--- src/rtl/rram_verify_sequencer.sv ---
// Program-and-verify sequencer for the RRAM array driver.
// It runs one forming, write or read request at a time. Program ops loop
// through pulse -> settle -> verify-read, and the amplitude code steps up on
// every retry. Strobes, address and data are registered in phase with the
// state. done/fail/RB are a registered view of the state, one cycle behind it.
module rram_verify_sequencer #(
    parameter int          ADDR_W     = 8,
    parameter int          DATA_W     = 8,
    parameter int          MAX_PULSES = 8,
    parameter int          PULSE_CYC  = 4,
    parameter int          SETTLE_CYC = 2,
    parameter int          READ_CYC   = 2,
    parameter logic [3:0]  VF_START   = 4'd8,
    parameter logic [3:0]  VW_START   = 4'd2
) (
    input  logic              clk,
    input  logic              rst,
    input  logic              start,
    input  logic [1:0]        op,
    input  logic [ADDR_W-1:0] addr,
    input  logic [DATA_W-1:0] wdata,
    input  logic [DATA_W-1:0] arr_rdata,
    output logic              forming_writeread,
    output logic              we_writeread,
    output logic              re_writeread,
    output logic [ADDR_W-1:0] arr_addr,
    output logic [DATA_W-1:0] arr_wdata,
    output logic [3:0]        v_code,
    output logic [3:0]        pulse_cnt,
    output logic [DATA_W-1:0] rdata,
    output logic              done,
    output logic              fail,
    output logic              RB
);

    typedef enum logic [2:0] {IDLE, PULSE, SETTLE, VERIFY, CHECK, READ, FINISH} state_t;

    state_t            state;
    logic [7:0]        cnt;       // cycles spent in the current timed state
    logic              is_form;   // latched op: 1 = forming, 0 = write
    logic              fail_q;    // verdict that is carried into FINISH
    logic [DATA_W-1:0] cap;       // verify-read capture
    logic              pass;

    // For forming, arr_wdata holds all ones, so a single compare covers both program ops.
    assign pass = (cap == arr_wdata);

    // Sequencer FSM with registered strobes and status.
    always_ff @(posedge clk) begin
        if (rst) begin
            state             <= IDLE;
            cnt               <= '0;
            is_form           <= 1'b0;
            fail_q            <= 1'b0;
            cap               <= '0;
            forming_writeread <= 1'b0;
            we_writeread      <= 1'b0;
            re_writeread      <= 1'b0;
            arr_addr          <= '0;
            arr_wdata         <= '0;
            v_code            <= '0;
            pulse_cnt         <= '0;
            rdata             <= '0;
            done              <= 1'b0;
            fail              <= 1'b0;
            RB                <= 1'b1;
        end else begin
            done <= (state == FINISH);
            fail <= (state == FINISH) && fail_q;
            RB   <= (state == IDLE);
            case (state)
                IDLE: begin
                    cnt <= '0;
                    if (start) begin
                        case (op)
                            2'b00, 2'b01: begin
                                is_form           <= (op == 2'b00);
                                arr_addr          <= addr;
                                arr_wdata         <= (op == 2'b00) ? '1 : wdata;
                                v_code            <= (op == 2'b00) ? VF_START : VW_START;
                                pulse_cnt         <= 4'd1;
                                forming_writeread <= (op == 2'b00);
                                we_writeread      <= (op == 2'b01);
                                state             <= PULSE;
                            end
                            2'b10: begin
                                arr_addr     <= addr;
                                re_writeread <= 1'b1;
                                state        <= READ;
                            end
                            default: begin
                                fail_q <= 1'b1;
                                state  <= FINISH;
                            end
                        endcase
                    end
                end
                PULSE: begin
                    if (cnt == 8'(PULSE_CYC - 1)) begin
                        forming_writeread <= 1'b0;
                        we_writeread      <= 1'b0;
                        cnt               <= '0;
                        state             <= SETTLE;
                    end else begin
                        cnt <= cnt + 8'd1;
                    end
                end
                SETTLE: begin
                    if (cnt == 8'(SETTLE_CYC - 1)) begin
                        re_writeread <= 1'b1;
                        cnt          <= '0;
                        state        <= VERIFY;
                    end else begin
                        cnt <= cnt + 8'd1;
                    end
                end
                VERIFY: begin
                    if (cnt == 8'(READ_CYC - 1)) begin
                        re_writeread <= 1'b0;
                        cap          <= arr_rdata;
                        cnt          <= '0;
                        state        <= CHECK;
                    end else begin
                        cnt <= cnt + 8'd1;
                    end
                end
                CHECK: begin
                    if (pass) begin
                        fail_q <= 1'b0;
                        state  <= FINISH;
                    end else if (pulse_cnt == 4'(MAX_PULSES)) begin
                        fail_q <= 1'b1;
                        state  <= FINISH;
                    end else begin
                        v_code            <= (v_code == 4'hF) ? 4'hF : v_code + 4'd1;
                        pulse_cnt         <= pulse_cnt + 4'd1;
                        forming_writeread <= is_form;
                        we_writeread      <= !is_form;
                        state             <= PULSE;
                    end
                end
                READ: begin
                    if (cnt == 8'(READ_CYC - 1)) begin
                        re_writeread <= 1'b0;
                        rdata        <= arr_rdata;
                        fail_q       <= 1'b0;
                        cnt          <= '0;
                        state        <= FINISH;
                    end else begin
                        cnt <= cnt + 8'd1;
                    end
                end
                FINISH: begin
                    state <= IDLE;
                end
                default: state <= IDLE;
            endcase
        end
    end

endmodule

--- config.mk ---
export PLATFORM = sky130hd
export DESIGN_NAME = rram_verify_sequencer
export DESIGN_NICKNAME = d
export VERILOG_FILES = /design/src/rtl/rram_verify_sequencer.sv
export SDC_FILE = /design/constraint.sdc
export NUM_CORES = 1
export LEC_CHECK = 0
export CORE_MARGIN = 2
export CORE_UTILIZATION = 46
export DETAILED_ROUTE_END_ITERATION = 10
export PLACE_DENSITY = 0.88
export SKIP_LAST_GASP = 1
export SLEW_MARGIN = 25
export SYNTH_ARGS = -nofsm -noshare
export SYNTH_HDL_FRONTEND = slang
export SYNTH_SLANG_ARGS = --single-unit
--- constraint.sdc ---
create_clock -name clk -period 1.55 [get_ports clk]
set_input_delay 0.2325 -clock clk [delete_from_list [all_inputs] [get_ports clk]]
set_output_delay 0.2325 -clock clk [all_outputs]
set_load 0.02 [all_outputs]
==> metrics.md, run 1 <==
| Metric | Value |
|---|---|
| Asr flop ratio synth | `0%` |
| Drt drc | `0` |
| Share of layout cells above drive strength 1 | `33.8%` |
| Fill count | `378` |
| Avg Cell Area, Syn | `8.79 um2` |
| Worst Skew | `0.0141 ns` |
| Slew HR | `74.0%` |
| Kind of end point of the critical path | `register` |
| Most common cell after layout, fill and taps aside | `buf_4` |
| Static leakage | `2.27 nW` |
| 1st-iter DRT viols | `419` |
| Total track usage | `25.2%` |
| Cell Area, Synth | `0.00303 mm2` |
| CTS Buffer Depth | `2` |
| Cell chain of the critical path | `nor4_4 -> buf_4 -> and3_4 -> nand3_4 -> buf_12 -> mux2i_1 -> nor2_1` |
| Critical Path Start Type | `register` |
| Worst slew pin tran | `0.391 ns` |
| Routed WL | `10.5 mm` |
| Final Critical Period | `1.77 ns` |
| Max incr delay on CP | `0.34 ns` |
| Post-synth cell types | `66` |
| Routed length per instance | `18.9 um` |
| Clock latency on the worst-skew pair | `0.36 ns` |
| Clock Sinks | `59` |
| Crit share post-route | `114%` |
| Syn Nets | `378` |
| Sequential area share after synthesis | `39.0%` |
| Global-route wire length before repair | `14.5 mm` |
| Layout area overhead | `58.1%` |
| Multi-input gate area | `0.00190 mm2` |
| Critical Path Fanout Max | `5` |
| Starting Density | `47.6%` |
| Worst R2R Start | `cnt[4]$_SDFFE_PP0P_` |
| Grt total ovfl | `0` |
| HP Class | `input pin to register` |
| Largest net degree at the start of global routing | `24` |
| Ys flop type | `dfxtp_1` |
| Final WS setup | `-0.216 ns` |
| Hold depth | `2` |
| Core Box Area | `0.00635 mm2` |
| RSZ-0062 raised after global routing | `true` |
| Die footprint | `0.00724 mm2` |
| HPWL after DPL | `6.04 mm` |
| Yosys reg bits | `59` |
| Final ANT Viol Nets | `0` |
| Post-Syn Instances | `344` |
| Reg clk slew, reported paths | `0.07 ns` |
| # Max-Cap Violations | `0` |
| H-tree depth | `3` |
| # setup viols final | `55` |
| Commonest non-fill, non-tap cells in the layout | `57 x buf_4, 39 x nor2_1, 36 x dfxtp_1` |
| TritonCTS clock tree | `built` |
| Kind of critical path | `register to register` |
| RePlAce Congestion | `0.886` |
| Pwr/cell area | `1510 mW/mm2` |
| Design Area, Final | `0.00478 mm2` |
| Post-synth EDFFs | `0` |
| Worst VDD drop | `0.906 mV` |
| 1st-pass router iterations | `5` |
| Outcome | `complete, but fails checks` |
| Register area | `0.00124 mm2` |
| CTS Buf Count | `9` |
| Reg2Reg Setup Slack | `-0.22 ns` |
| Vias in the first global route | `3106` |
| DP Area | `0.00419 mm2` |
| Clock root buffer | `clkbuf_8` |
| Slew Limit Fails | `0` |
| Rows | `29` |
| Failing checks | `setup timing` |
| Nets | `505` |
| Ys Warns | `0` |
| Antenna violations before repair | `0` |
| Hold Path Sink | `arr_addr[6]$_SDFFE_PP0P_` |
| Critical R2R Capture | `rdata[7]$_SDFFE_PP0P_` |
| Via density | `6.01` |
| Hold Startpoint | `rst` |
| Die Span Y | `85.1 um` |
| Port-buffer cells | `66` |
| I/O pin total | `67` |
| Max Fclk | `566 MHz` |
| Fin Hold WS | `0.299 ns` |
| Reg2reg path depth | `7` |
| Critical path's slowest cell | `dfxtp_2` |
| Worst path required time | `1.79 ns` |
| Die X | `85.1 um` |
| Data arrival, critical path | `2.01 ns` |
| Vias post-DR | `3321` |
| Ant diodes | `0` |
| Hold Violations, Final | `0` |
==> cell type report <==
type / instances / share of cell area, %
Tap cell: 77 / 2.01
Inverter: 19 / 1.49
Clock inverter: 7 / 1.44
Multi-Input combinational cell: 247 / 39.7
Clock buffer: 9 / 2.59
Timing Repair Buffer: 135 / 26.8
Sequential cell: 59 / 25.9
==> how the worst max path moves through the flow <==
stage	from	to	slack, ns	cells after the start
floorplan	cnt[7]$_SDFFE_PP0P_	forming_writeread$_SDFFE_PP0P_	-0.08	5
global placement	cnt[7]$_SDFFE_PP0P_	fail_q$_SDFFE_PP0P_	-0.20	7
detailed placement	start	arr_wdata[7]$_SDFFE_PP0P_	-0.19	6
CTS	cnt[4]$_SDFFE_PP0P_	rdata[7]$_SDFFE_PP0P_	-0.12	7
global route	cnt[4]$_SDFFE_PP0P_	state[0]$_SDFFE_PP0P_	-0.27	6
finish	cnt[4]$_SDFFE_PP0P_	rdata[7]$_SDFFE_PP0P_	-0.22	7
==> metrics by stage <==
stage	setup slack (ns)	TNS (ns)	power, W	util, %	instances
floorplan	-0.0755	-0.105	0.00382	-	344
global placement	-0.201	-2.90	0.00490	66.0	523
detailed placement	-0.187	-4.99	0.00501	66.0	523
CTS	-0.117	-1.64	0.00661	70.5	544
global route	-0.266	-9.23	0.00753	75.3	553
finish	-0.216	-5.97	0.00724	75.3	553
==> per-layer routing <==
metal / routed length, um / vias to the layer above / track usage, %
li1: - / 1501 / -
met1: 4060 / 1554 / 29.9
met2: 5150 / 221 / 42.5
met3: 885 / 45 / 6.32
met4: 371 / 0 / 12.1
met5: 0 / - / 0
==> power by group <==
part           internal (W)  switching [W]  leakage [nW]
Sequential          0.00177       0.000204         0.493
Combinational       0.00181        0.00203          1.68
Clock              0.000735       0.000686        0.0950
Total               0.00432        0.00291          2.27
==> repair_timing <==
action,CTS,global route
hold buffers,0,0
gates cloned,2,1
gates resized for setup,40,53
buffers inserted,3,8
endpoints found under the setup margin,58,71
pin swaps,17,25
==> sequential cells by signal (all words and copies together), names as in the netlist, 3 cells and up <==
signal     flops
arr_addr       8
arr_wdata      8
cap            8
cnt            8
pulse_cnt      4
rdata          8
state          3
v_code         4
==> Yosys cell counts, drive strengths merged (2+ instances only) <==
library cell  number  area [um2]
o21bai             2        15.0
nor3               8        50.1
a22o               6        53.8
a31o               2        17.5
nor2              44         165
mux2i             20         200
nand3             18         108
inv               19        71.3
nor3b              3        38.8
o22ai              2        12.5
nand2             23        86.3
nand4              4        25.0
nor4               4        40.0
clkbuf             9        33.8
or3                3        23.8
buf               11        80.1
o21ai              8        40.0
ha                 5        62.6
nand2b             8        50.1
nand3b             2        27.5
and3               2        17.5
dfxtp             59        1180
a21o               2        15.0
a211oi             6        45.0
a311oi            10        93.8
o22a               2        17.5
a31oi              2        12.5
nor4b              2        23.8
a21oi             25         136
nor2b              3        18.8
o211ai             2        15.0
xnor2              9        78.8
==> critical path: cells and delay by family, from the launching register on <==
family | cells | cell delay [ns]
AND/OR/NAND/NOR | 4 | 0.75
flip-flops | 1 | 0.34
buffers and inverters | 2 | 0.37
multiplexers | 1 | 0.18
==> logic make-up after synthesis <==
family,after synthesis,synth area share [%]
DFF,59,39.0
adders and majority gates,5,2.07
and+or+nand+nor,130,23.9
muxes,21,6.99
buffers and inverters,39,6.12
AOI/OAI and AO/OA,80,19.0
xor gates and xnor gates,10,2.90
Power figures use the tool's default switching activity.
==> inputs of run 2 (changes only) <==
--- a/config.mk
+++ b/config.mk
@@ -8,7 +8,9 @@
 export CORE_MARGIN = 2
 export CORE_UTILIZATION = 46
 export DETAILED_ROUTE_END_ITERATION = 10
+export HOLD_SLACK_MARGIN = 0.15
 export PLACE_DENSITY = 0.88
+export SETUP_SLACK_MARGIN = 0.05
 export SKIP_LAST_GASP = 1
 export SLEW_MARGIN = 25
 export SYNTH_ARGS = -nofsm -noshare
==> run 2 against run 1 <==
Against the previous run: design area grew 10%; largest power group unchanged; core utilization is 7.5 points higher; power rose by 20%; largest cell class unchanged; via count is 14% higher; the flow still finishes with violations (setup timing).
==> metrics.md, run 2 (synthesis results as in run 1) <==
| Metric | Value |
|---|---|
| Outcome | `complete, but fails checks` |
| Failing checks | `setup timing` |
| Global-route wire length before repair | `17.9 mm` |
| Grt total ovfl | `0` |
| Hold Startpoint | `rst` |
| Pwr/cell area | `1660 mW/mm2` |
| Vias post-DR | `3770` |
| Worst path required time | `1.80 ns` |
| Critical path startpoint | `arr_wdata[0]$_SDFFE_PP0P_` |
| Die footprint | `0.00724 mm2` |
| Worst Skew | `0.0123 ns` |
| Layout area overhead | `73.9%` |
| Crit share post-route | `119%` |
| DP Area | `0.00419 mm2` |
| Reg2reg path depth | `7` |
| Final ANT Viol Nets | `0` |
| Slew HR | `66.1%` |
| Commonest non-fill, non-tap cells in the layout | `66 x buf_4, 36 x dfxtp_1, 35 x dlygate4sd2_1` |
| 1st-iter DRT viols | `441` |
| # setup viols final | `56` |
| I/O pin total | `67` |
| Die X | `85.1 um` |
| Kind of end point of the critical path | `register` |
| Routed WL | `13.9 mm` |
| Routed length per instance | `24.2 um` |
| Static leakage | `2.33 nW` |
| Clock latency on the worst-skew pair | `0.37 ns` |
| Share of layout cells above drive strength 1 | `44.5%` |
| Nets | `526` |
| Worst R2R Start | `arr_wdata[0]$_SDFFE_PP0P_` |
| Max Fclk | `542 MHz` |
| Most common cell after layout, fill and taps aside | `buf_4` |
| H-tree depth | `3` |
| Port-buffer cells | `66` |
| HPWL after DPL | `6.10 mm` |
| Ant diodes | `0` |
| CTS Buf Count | `9` |
| Clock Sinks | `59` |
| Critical R2R Capture | `v_code[0]$_SDFFE_PP0P_` |
| Drt drc | `0` |
| RePlAce Congestion | `0.938` |
| Cell chain of the critical path | `xnor2_4 -> nand4_1 -> o211ai_1 -> buf_4 -> buf_6 -> mux2i_1 -> nor2_1` |
| # Max-Cap Violations | `0` |
| Max incr delay on CP | `0.37 ns` |
| Rows | `29` |
| Die Span Y | `85.1 um` |
| Critical Path Fanout Max | `7` |
| Hold depth | `2` |
| Worst VDD drop | `1.12 mV` |
| Reg clk slew, reported paths | `0.08 ns` |
| Critical path's slowest cell | `dfxtp_4` |
| HP Class | `input pin to register` |
| Data arrival, critical path | `2.09 ns` |
| Clock root buffer | `clkbuf_8` |
| Reg2Reg Setup Slack | `-0.30 ns` |
| Fin Hold WS | `0.292 ns` |
| Total track usage | `31.8%` |
| Fill count | `326` |
| Hold Path Sink | `re_writeread$_SDFFE_PP0P_` |
| Starting Density | `47.6%` |
| Via density | `6.57` |
| RSZ-0062 raised after global routing | `true` |
| Final WS setup | `-0.295 ns` |
| 1st-pass router iterations | `8` |
| Slew Limit Fails | `0` |
| Core Box Area | `0.00635 mm2` |
| CTS Buffer Depth | `2` |
| TritonCTS clock tree | `built` |
| Critical Path Start Type | `register` |
| Design Area, Final | `0.00526 mm2` |
| Final Critical Period | `1.85 ns` |
| Largest net degree at the start of global routing | `32` |
| Kind of critical path | `register to register` |
| Hold Violations, Final | `0` |
| Vias in the first global route | `3515` |
| Worst slew pin tran | `0.507 ns` |
| Antenna violations before repair | `0` |
-- run 2: what timing repair did --
item / 4_1_cts / 5_1_grt
pin swaps: 42 / 44
buffers inserted: 20 / 13
hold buffers: 0 / 0
setup endpoints to repair: 91 / 59
gates resized for setup: 103 / 76
cloned: 6 / 0
-- run 2: layer usage --
layer	share of wire, %	up-vias	global-route usage [%]
li1	-	1541	-
met1	36	1794	37.2
met2	48	325	55.6
met3	9.2	110	6.71
met4	6.8	0	14.3
met5	0	-	0
-- run 2: worst max path at each step --
stage                                           endpoint  slack [ns]  cells after the start
after floorplan           forming_writeread$_SDFFE_PP0P_       -0.08                      5
after global placement         arr_wdata[3]$_SDFFE_PP0P_       -0.17                      6
after detailed placement       arr_wdata[5]$_SDFFE_PP0P_       -0.26                      6
after CTS                 forming_writeread$_SDFFE_PP0P_       -0.16                      6
after global routing               state[2]$_SDFFE_PP0P_       -0.29                      7
final                             v_code[0]$_SDFFE_PP0P_       -0.30                      7
-- run 2: critical path, delay by kind of cell, from the launching register on --
family	cells	cell delay, ns
DFF	1	0.37
and+or+nand+nor	2	0.31
xor gates and xnor gates	1	0.17
muxes	1	0.22
AOI/OAI and AO/OA	1	0.31
buffers and inverters	2	0.35
-- run 2: report_power, final --
part / switching (W) / total, W / leakage [nW] / internal [W]
sequential: 0.000281 / 0.00207 / 0.494 / 0.00179
combinational: 0.00265 / 0.00496 / 1.72 / 0.00231
clock: 0.000710 / 0.00169 / 0.120 / 0.000978
-- run 2: per-stage QoR --
stage          utilization [%]  setup TNS, ns  instances  setup slack, ns  power (W)
3_3_place_gp              66.0          -3.71        522           -0.166    0.00495
5_1_grt                   82.9         -10.68        574           -0.294    0.00889
6_report                  82.9          -8.82        574           -0.295    0.00871
2_1_floorplan                -         -0.107        344          -0.0755    0.00385
3_5_place_dp              66.0          -5.58        522           -0.264    0.00505
4_1_cts                   77.4          -4.10        564           -0.156    0.00750
-- run 2: area by class of cell --
cell class	instances	area [um2]	area share, %
Clock buffer	13	191	3.64
Tap cell	77	96.3	1.83
Clock inverter	3	40.0	0.761
Timing Repair Buffer	156	1410	26.8
Sequential cell	59	1240	23.7
Inverter	19	73.8	1.40
Multi-Input combinational cell	247	2200	41.9
